### src/rtl/counter_frame_pkg.sv
// Shared tags, widths and FSM state type for the counter frame receiver.
// Imported by counter_frame_rx.
package counter_frame_pkg;

    localparam int unsigned TAG_W     = 3;
    localparam int unsigned PAYLOAD_W = 5;
    localparam int unsigned FRAME_W   = 17;

    localparam logic [TAG_W-1:0] TAG_B0 = 3'b000;
    localparam logic [TAG_W-1:0] TAG_B1 = 3'b001;
    localparam logic [TAG_W-1:0] TAG_B2 = 3'b010;
    localparam logic [TAG_W-1:0] TAG_B3 = 3'b011;

    // StIdx0 is the hunt state; StIdxN waits for byte N of the frame.
    typedef enum logic [1:0] {
        StIdx0,
        StIdx1,
        StIdx2,
        StIdx3
    } rx_state_e;

endpackage

### src/rtl/counter_frame_timer.sv
// Idle-gap timer: counts cycles without a byte while a frame is open and
// strobes timeout on the cycle the count reaches TIMEOUT_CYCLES (0 disables).
module counter_frame_timer #(
    parameter int unsigned TIMEOUT_CYCLES = 255
) (
    input  logic clock,
    input  logic reset,
    input  logic active,
    input  logic byte_valid,
    output logic timeout
);

    localparam int unsigned CNT_W = (TIMEOUT_CYCLES > 1) ? $clog2(TIMEOUT_CYCLES + 1) : 1;
    localparam logic [CNT_W-1:0] CNT_MAX  = CNT_W'(TIMEOUT_CYCLES);
    localparam logic [CNT_W-1:0] CNT_LAST = CNT_W'(TIMEOUT_CYCLES - 1);

    logic [CNT_W-1:0] idle_q;

    always_ff @(posedge clock) begin
        if (reset || byte_valid || !active) begin
            idle_q <= '0;
        end else if (idle_q != CNT_MAX) begin
            idle_q <= idle_q + CNT_W'(1);
        end
    end

    // A byte in the expiring cycle suppresses the timeout.
    assign timeout = (TIMEOUT_CYCLES != 0) && active && !byte_valid && (idle_q == CNT_LAST);

endmodule

### src/rtl/counter_frame_rx.sv
// Four-byte tagged frame receiver decoding a 16-bit count and a reset flag.
// Optional sequence checking is enabled by defining COUNTER_FRAME_RX_SEQ_CHECK_EN.
module counter_frame_rx
    import counter_frame_pkg::*;
#(
    parameter int unsigned TIMEOUT_CYCLES = 255
) (
    input  logic        clock,
    input  logic        reset,
    input  logic [7:0]  rx_data,
    input  logic        rx_valid,
    output logic [15:0] count_out,
    output logic        reset_flag,
    output logic        count_valid,
    output logic        frame_err,
    output logic        seq_err,
    output logic        busy
);

    logic [TAG_W-1:0]       tag;
    logic [PAYLOAD_W-1:0]   payload;
    logic [3*PAYLOAD_W-1:0] word_q;
    logic [FRAME_W-1:0]     frame_word;

    rx_state_e   state_q, state_d;
    logic        timeout;
    logic        good_frame;
    logic        bad_frame;
    logic [15:0] count_q, count_d;
    logic        flag_q, flag_d;
    logic        count_valid_q;
    logic        frame_err_q;

    assign tag        = rx_data[7:5];
    assign payload    = rx_data[4:0];
    assign frame_word = {payload[1:0], word_q};

    counter_frame_timer #(
        .TIMEOUT_CYCLES(TIMEOUT_CYCLES)
    ) u_timer (
        .clock     (clock),
        .reset     (reset),
        .active    (busy),
        .byte_valid(rx_valid),
        .timeout   (timeout)
    );

    always_ff @(posedge clock) begin
        if (reset) begin
            state_q       <= StIdx0;
            count_q       <= '0;
            flag_q        <= 1'b0;
            count_valid_q <= 1'b0;
            frame_err_q   <= 1'b0;
        end else begin
            state_q       <= state_d;
            count_q       <= count_d;
            flag_q        <= flag_d;
            count_valid_q <= good_frame;
            frame_err_q   <= bad_frame;
        end
    end

    always_comb begin
        state_d    = state_q;
        good_frame = 1'b0;
        bad_frame  = 1'b0;
        if (timeout) begin
            state_d   = StIdx0;
            bad_frame = 1'b1;
        end else if (rx_valid) begin
            // Unexpected byte by default; a byte0 tag always restarts the frame.
            state_d   = (tag == TAG_B0) ? StIdx1 : StIdx0;
            bad_frame = 1'b1;
            unique case (state_q)
                StIdx0: bad_frame = (tag != TAG_B0);
                StIdx1: begin
                    if (tag == TAG_B1) begin
                        state_d   = StIdx2;
                        bad_frame = 1'b0;
                    end
                end
                StIdx2: begin
                    if (tag == TAG_B2) begin
                        state_d   = StIdx3;
                        bad_frame = 1'b0;
                    end
                end
                StIdx3: begin
                    if (tag == TAG_B3 && payload[4:2] == 3'b000) begin
                        good_frame = 1'b1;
                        bad_frame  = 1'b0;
                    end
                end
            endcase
        end
    end

    always_comb begin
        count_d = count_q;
        flag_d  = flag_q;
        if (good_frame) begin
            {count_d, flag_d} = frame_word;
        end
    end

    assign busy        = (state_q != StIdx0);
    assign count_out   = count_q;
    assign reset_flag  = flag_q;
    assign count_valid = count_valid_q;
    assign frame_err   = frame_err_q;

    always_ff @(posedge clock) begin
        if (rx_valid) begin
            if (tag == TAG_B0) begin
                word_q[4:0] <= payload;
            end
            if (state_q == StIdx1 && tag == TAG_B1) begin
                word_q[9:5] <= payload;
            end
            if (state_q == StIdx2 && tag == TAG_B2) begin
                word_q[14:10] <= payload;
            end
        end
    end

`ifdef COUNTER_FRAME_RX_SEQ_CHECK_EN
    logic hist_valid_q;
    logic seq_err_q, seq_err_d;

    // count_q still holds the previous good count when the new frame completes.
    always_comb begin
        seq_err_d = good_frame && hist_valid_q && !frame_word[0] &&
                    (frame_word[16:1] != count_q + 16'd1);
    end

    always_ff @(posedge clock) begin
        if (reset) begin
            hist_valid_q <= 1'b0;
            seq_err_q    <= 1'b0;
        end else begin
            seq_err_q <= seq_err_d;
            if (good_frame) begin
                hist_valid_q <= 1'b1;
            end
        end
    end

    assign seq_err = seq_err_q;
`else
    assign seq_err = 1'b0;
`endif

endmodule

### config.mk
export PLATFORM = sky130hd
export DESIGN_NAME = counter_frame_rx
export DESIGN_NICKNAME = d
export VERILOG_FILES = /design/src/rtl/counter_frame_pkg.sv /design/src/rtl/counter_frame_timer.sv /design/src/rtl/counter_frame_rx.sv
export SDC_FILE = /design/constraint.sdc
export NUM_CORES = 1
export LEC_CHECK = 0
export ABC_AREA = 1
export CORE_MARGIN = 5
export CORE_UTILIZATION = 35
export DETAILED_ROUTE_END_ITERATION = 8
export PLACE_DENSITY_LB_ADDON = 0.25
export SLEW_MARGIN = 20
export SYNTH_ARGS = -nofsm -noshare
export SYNTH_HDL_FRONTEND = slang
export SYNTH_SLANG_ARGS = --single-unit
### constraint.sdc
create_clock -name clock -period 1.3 [get_ports clock]
set_clock_uncertainty 0.05 [all_clocks]
set_input_delay 0.13 -clock clock [delete_from_list [all_inputs] [get_ports clock]]
set_output_delay 0.13 -clock clock [all_outputs]
set_load 0.01 [all_outputs]
==> results.sh, run 1 <==
export IMPL_hpwl_mm=2.761
export IMPL_dpl_cell_area_mm2=0.002322
export IMPL_total_clock_buffers_created_by_cts=5
export IMPL_min_path_type="reg -> reg"
export IMPL_drt_first_iter_violations=60
export IMPL_final_net_count=263
export IMPL_arrival_ps=1470
export IMPL_seq_cells_post_synth=44
export IMPL_clock_sink_count=44
export IMPL_ctsHtreeMaxLevel=2
export IMPL_cell_variety_after_synth=28
export IMPL_run_status="complete, no violations"
export IMPL_finalWeightedCongestion=0.7609
export IMPL_drive_above_1_share=0.3320
export IMPL_critical_path_class="reg -> reg"
export IMPL_instances_no_fill=317
export IMPL_synth_sequential_area_ratio=0.5722
export IMPL_flow_area_growth_from_synthesis_pct=48.82
export IMPL_postSynth_topFlopCell="sky130_fd_sc_hd__dfxtp_1"
export IMPL_timing_rr_start="state_q[0]$_SDFFE_PP0P_"
export IMPL_synth_common_cells="29 x sky130_fd_sc_hd__dfxtp_1, 27 x sky130_fd_sc_hd__nor2_1, 25 x sky130_fd_sc_hd__a21oi_1, 19 x sky130_fd_sc_hd__o21ai_1, 18 x sky130_fd_sc_hd__nand2_1"
export IMPL_cts_tree="done"
export IMPL_finalHoldViolations=0
export IMPL_fin_tns_setup_ps=0
export IMPL_grt_start_max_net_pins=18
export IMPL_drt_antenna_violating_nets=0
export IMPL_largest_cells_by_area_after_synthesis="sky130_fd_sc_hd__dfxtp_1 32%, sky130_fd_sc_hd__edfxtp_1 25%, sky130_fd_sc_hd__a21oi_1 6.9%, sky130_fd_sc_hd__nor2_1 5.6%, sky130_fd_sc_hd__o21ai_1 5.3%"
export IMPL_core_area_mm2=0.005042
export IMPL_fin_hold_ws_ps=431.4
export IMPL_synth_warn=0
export IMPL_drc=0
export IMPL_sequential_group_share_of_total_power=0.557
export IMPL_starting_density_of_the_core=0.3573
export IMPL_drt_vias_per_instance=4.546
export IMPL_wl_per_cell_um=12.34
export IMPL_synth_most_common_cell="sky130_fd_sc_hd__dfxtp_1"
export IMPL_setup_violations_final=0
export IMPL_routed_wirelength_mm=3.913
export IMPL_port_buffers=30
export IMPL_cts_hold_fix_buffers=0
export IMPL_design_die_area_mm2=0.006683
export IMPL_rsz0062_at_grt="true"
export IMPL_cp_startpoint="state_q[0]$_SDFFE_PP0P_"
export IMPL_count_of_flip_flops_with_a_built_in_enable_after_synthesis=15
export IMPL_grt_pass1_wl_mm=6.506
export IMPL_total_power_mw=2.566
export IMPL_fp_dieH_um=81.75
export IMPL_clkLatencyLatePin_ps=300
export IMPL_synthArstFlopShare=0
export IMPL_finalWorstPathRequiredPeriod_ps=1295
export IMPL_setup_worst_path_end_class="flip-flop"
export IMPL_worstSetupStartpointType="flip-flop"
export IMPL_period_share=0.9961
export IMPL_max_cap_viol_count=0
export IMPL_clk_tree_root_cell="sky130_fd_sc_hd__clkbuf_8"
export IMPL_io_pins=32
export IMPL_timing_final_max_slew_violations=0
export IMPL_grt_ovfl_total=0
export IMPL_power_ir_vdd_worst_v=0.0005933
export IMPL_post_route_util=0.5318
export IMPL_floorplan_rows=26
export IMPL_antenna_found_initial=0
export IMPL_syn_inst=191
export IMPL_synthesis_nets=208
export IMPL_power_switching_mw=0.5669
export IMPL_internal_power_mw=1.999
export IMPL_synth_largest_area_cell="sky130_fd_sc_hd__dfxtp_1"
export IMPL_fillers=475
export IMPL_pwr_share_clk=0.385
export IMPL_cts_buffer_depth=2
export IMPL_placement_setup_worst_slack_ps=-329.5
export IMPL_diodes=0
export IMPL_setup_ws_ps=5.098
export IMPL_post_route_cell_area_mm2=0.002681
export IMPL_hold_path_startpoint="word_q[7]$_DFFE_PP_"
export IMPL_drtPass1Iterations=4
export IMPL_maxClockFrequency_ghz=0.7723
export IMPL_floorplan_die_width_um=81.75
export IMPL_combinational_power_share=0.058
export IMPL_via_count=1441
export IMPL_synth_cell_area_mm2=0.001802
export IMPL_global_route_usage_total=0.1294
export IMPL_netlist_area_leader_share=0.3222
export IMPL_netSwitchingFraction=0.2209
export IMPL_dp_cells=308
export IMPL_first_global_vias=1390
export IMPL_synthesis_area_per_instance_um2=9.433
export IMPL_power_static_leakage_nw=1.074
export IMPL_crit_path_max_fanout=6
export IMPL_clk_pin_slew_worst_paths_ps=90
export IMPL_cp_required_ps=1470
export IMPL_power_density_mw_per_mm2=957.0
[placed cells by master, fill, tap and decap left out, types with 7 or more instances in the layout]
master / netlist / layout
sky130_fd_sc_hd__o21ai_1: 19 / 16
sky130_fd_sc_hd__nand2_1: 18 / 15
sky130_fd_sc_hd__buf_4: 2 / 16
sky130_fd_sc_hd__clkdlybuf4s50_1: 0 / 10
sky130_fd_sc_hd__inv_1: 13 / 11
sky130_fd_sc_hd__a21oi_1: 25 / 7
sky130_fd_sc_hd__nand3_1: 8 / 7
sky130_fd_sc_hd__nor2_1: 27 / 23
sky130_fd_sc_hd__dlygate4sd2_1: 0 / 19
sky130_fd_sc_hd__a21oi_2: 0 / 17
sky130_fd_sc_hd__dfxtp_1: 29 / 27
sky130_fd_sc_hd__edfxtp_1: 15 / 15
[final timing paths]
path,end,depth (start not counted),slack [ps]
worst max-delay path,state_q[1]$_SDFFE_PP0P_,7,5
worst max register to register,state_q[1]$_SDFFE_PP0P_,7,5
worst min register to register,count_out[6]$_SDFFE_PP0P_,2,430
worst min-delay path,count_out[6]$_SDFFE_PP0P_,2,430
[routing by layer]
layer  track usage  up-vias  part of all wire
met5             0        -                 0
met4       0.03987        0             0.013
met3       0.03289        5             0.052
met2        0.2189       28              0.49
met1        0.1614      656              0.44
li1              -      752                 -
[repair_timing]
| item | CTS | global route |
|---|---|---|
| cloned | 1 | 0 |
| setup buffers | 0 | 0 |
| endpoints found under the hold margin | 0 | 0 |
| resized for setup | 48 | 40 |
| pin swaps | 6 | 7 |
| setup endpoints to repair | 54 | 39 |
[registers in the layout, indices dropped and copies added (netlist names)]
name            cells
count_out          16
word_q             15
u_timer.idle_q      8
state_q             2
count_valid         1
frame_err           1
reset_flag          1
[cell families after synthesis]
family	count (synthesis)	share of synthesized area
and+or+nand+nor	61	0.1569
DFF	44	0.5722
xor gates and xnor gates	5	0.02431
buffers and inverters	24	0.06180
AOI/OAI and AO/OA	50	0.1410
other	1	0.002081
adders and majority gates	6	0.04167
[layout make-up]
| cell class | count | area [um^2] | area share |
|---|---|---|---|
| clock buffer | 6 | 93.84 | 0.03500 |
| timing repair buffer | 52 | 478.0 | 0.1783 |
| clock inverter | 2 | 16.27 | 0.006066 |
| multi-input combinational | 124 | 888.4 | 0.3313 |
| sequential | 44 | 1033 | 0.3854 |
| tap | 70 | 87.58 | 0.03266 |
| inverter | 19 | 83.83 | 0.03126 |
[critical path, cell delays in order, from the launching register on]
cell,delay (ps)
sky130_fd_sc_hd__dfxtp_2,340
sky130_fd_sc_hd__buf_4,140
sky130_fd_sc_hd__ha_4,150
sky130_fd_sc_hd__nand2_1,50
sky130_fd_sc_hd__nor2_1,110
sky130_fd_sc_hd__buf_4,170
sky130_fd_sc_hd__o21ai_1,80
sky130_fd_sc_hd__a21oi_1,140
[power groups by stage]
stage	sequential, mW	combinational (mW)	clock [mW]
2_1_floorplan	1.46	0.0542	0
3_3_place_gp	1.46	0.135	0
3_5_place_dp	1.46	0.137	0
4_1_cts	1.43	0.142	1.02
5_1_grt	1.43	0.165	1.09
6_report	1.43	0.150	0.987
No activity file was read; power rests on OpenSTA's default activity.
==> inputs of run 2 (changes only) <==
--- a/config.mk
+++ b/config.mk
@@ -6,7 +6,8 @@
 export NUM_CORES = 1
 export LEC_CHECK = 0
 export ABC_AREA = 1
-export CORE_MARGIN = 5
+export CAP_MARGIN = 20
+export CORE_MARGIN = 1
 export CORE_UTILIZATION = 35
 export DETAILED_ROUTE_END_ITERATION = 8
 export PLACE_DENSITY_LB_ADDON = 0.25
==> constraint.sdc (replaced) <==
create_clock -name clock -period 1.3 [get_ports clock]
set_clock_uncertainty 0.05 [all_clocks]
set_input_delay 0.325 -clock clock [delete_from_list [all_inputs] [get_ports clock]]
set_output_delay 0.325 -clock clock [all_outputs]
set_load 0.01 [all_outputs]
==> results.sh, run 2 (synthesized netlist as in run 1, its figures left out) <==
export IMPL_core_area_mm2=0.004848
export IMPL_total_clock_buffers_created_by_cts=5
export IMPL_power_density_mw_per_mm2=914.3
export IMPL_final_cell_mix="27 x sky130_fd_sc_hd__dfxtp_1, 20 x sky130_fd_sc_hd__nor2_1, 17 x sky130_fd_sc_hd__buf_4"
export IMPL_cts_buffer_depth=2
export IMPL_power_static_leakage_nw=1.099
export IMPL_hold_path_endpoint="word_q[2]$_DFFE_PP_"
export IMPL_ctsHtreeMaxLevel=2
export IMPL_max_cap_viol_count=0
export IMPL_drt_antenna_violating_nets=0
export IMPL_sequential_group_share_of_total_power=0.568
export IMPL_run_status="finished, violations left"
export IMPL_critical_path_class="reg -> out"
export IMPL_drt_vias_per_instance=4.641
export IMPL_cp_slowest_cell="sky130_fd_sc_hd__dfxtp_2"
export IMPL_drive_above_1_share=0.4269
export IMPL_crit_path_max_fanout=2
export IMPL_cp_cell_sequence="inv_2, ha_4, inv_4, buf_6"
export IMPL_grt_ovfl_total=0
export IMPL_internal_power_mw=1.930
export IMPL_power_ir_vdd_worst_v=0.0006044
export IMPL_hold_path_depth=1
export IMPL_clk_tree_root_cell="sky130_fd_sc_hd__clkbuf_8"
export IMPL_finalWeightedCongestion=0.8115
export IMPL_failed_checks="negative setup slack"
export IMPL_final_net_count=269
export IMPL_flow_area_growth_from_synthesis_pct=52.78
export IMPL_grt_start_max_net_pins=18
export IMPL_setup_worst_path_end_class="output pin"
export IMPL_most_common_cell_after_layout_fill_and_taps_aside="sky130_fd_sc_hd__dfxtp_1"
export IMPL_cts_tree="done"
export IMPL_floorplan_die_width_um=73.75
export IMPL_drt_first_iter_violations=56
export IMPL_finalHoldViolations=0
export IMPL_clock_sink_count=44
export IMPL_cp_startpoint="state_q[0]$_SDFFE_PP0P_"
export IMPL_starting_density_of_the_core=0.3716
export IMPL_setup_violations_final=3
export IMPL_r2r_setup_slack_ps=-10
export IMPL_fp_dieH_um=73.75
export IMPL_r2r_worst_path_cells=7
export IMPL_worst_r2r_endpoint="state_q[0]$_SDFFE_PP0P_"
export IMPL_global_route_usage_total=0.1521
export IMPL_arrival_ps=1000
export IMPL_timing_final_max_slew_violations=0
export IMPL_hpwl_mm=2.591
export IMPL_clkLatencyLatePin_ps=300
export IMPL_pwr_share_clk=0.369
export IMPL_hold_path_startpoint="rx_data[2]"
export IMPL_total_power_mw=2.517
export IMPL_design_die_area_mm2=0.005439
export IMPL_max_stage_delay_ps=350
export IMPL_cp_required_ps=930
export IMPL_fillers=432
export IMPL_via_count=1485
export IMPL_timing_rr_start="state_q[0]$_SDFFE_PP0P_"
export IMPL_period_share=1.057
export IMPL_diodes=0
export IMPL_netSwitchingFraction=0.2333
export IMPL_number_of_flip_flops_under_the_largest_register_name=16
export IMPL_setup_ws_ps=-74.20
export IMPL_grt_pass1_wl_mm=6.210
export IMPL_finalWorstPathRequiredPeriod_ps=1374
export IMPL_post_route_cell_area_mm2=0.002753
export IMPL_clk_pin_slew_worst_paths_ps=90
export IMPL_cts_hold_fix_buffers=0
export IMPL_worstSetupStartpointType="flip-flop"
export IMPL_port_buffers=30
export IMPL_routed_wirelength_mm=3.877
export IMPL_antenna_found_initial=0
export IMPL_wl_per_cell_um=12.12
export IMPL_power_switching_mw=0.5873
export IMPL_dpl_cell_area_mm2=0.002341
export IMPL_io_pins=32
export IMPL_maxClockFrequency_ghz=0.7277
export IMPL_combinational_power_share=0.063
export IMPL_first_global_vias=1359
export IMPL_drtPass1Iterations=4
export IMPL_min_path_type="in -> reg"
export IMPL_floorplan_rows=25
export IMPL_rsz0062_at_grt="true"
export IMPL_drc=0
## run 2: layout make-up
class / instances / area [um^2] / area share
sequential: 44 / 1033 / 0.3755
tap: 67 / 83.83 / 0.03045
multi-input combinational: 125 / 932.1 / 0.3386
clock inverter: 2 / 13.76 / 0.005000
clock buffer: 6 / 82.58 / 0.03000
timing repair buffer: 57 / 520.5 / 0.1891
inverter: 19 / 86.33 / 0.03136
## run 2: critical path: cells and delay by family (launching register included)
family	cells	cell delay, ps
DFF	1	350
buffers and inverters	3	190
adders and majority gates	1	160
## run 2: timing repair
action | CTS | global route
endpoints found under the setup margin | 57 | 44
gates cloned | 2 | 1
resized for setup | 70 | 66
pin swaps | 7 | 15
buffers inserted | 0 | 2
## run 2: worst max path at each step
stage | to | slack (ps)
final | busy | -70
after global routing | busy | -120
after CTS | busy | -130
after detailed placement | word_q[10]$_DFFE_PP_ | -500
after global placement | word_q[10]$_DFFE_PP_ | -510
after floorplan | word_q[5]$_DFFE_PP_ | 20
## run 2: power groups by stage
| stage | clock network [mW] | registers, mW | logic, mW |
|---|---|---|---|
| after floorplan | 0 | 1.46 | 0.0542 |
| after global placement | 0 | 1.46 | 0.139 |
| after detailed placement | 0 | 1.46 | 0.138 |
| after CTS | 0.935 | 1.43 | 0.138 |
| after global routing | 0.986 | 1.43 | 0.172 |
| final | 0.929 | 1.43 | 0.157 |
## run 2: layer usage
layer  share of wire  wire length (um)  global-route usage  vias to the layer above
met3           0.042               163             0.03841                        7
met4           0.016                61             0.05128                        0
li1                -                 -                   -                      762
met2            0.49              1890              0.2599                       31
met5               0                 0                   0                        -
met1            0.45              1761              0.1859                      685
## run 2: metrics by stage
step           std cells  hold slack, ps    util  setup slack [ps]  setup TNS, ps
4_1_cts              318           397.2  0.5350            -128.4         -506.7
3_3_place_gp         308           410.9  0.4828            -510.8         -16240
6_report             320           382.1  0.5677            -74.20         -87.02
5_1_grt              320           386.8  0.5677            -118.3         -800.8
3_5_place_dp         308           416.4  0.4828            -499.3         -17160
2_1_floorplan        191           344.1       -             15.75              0
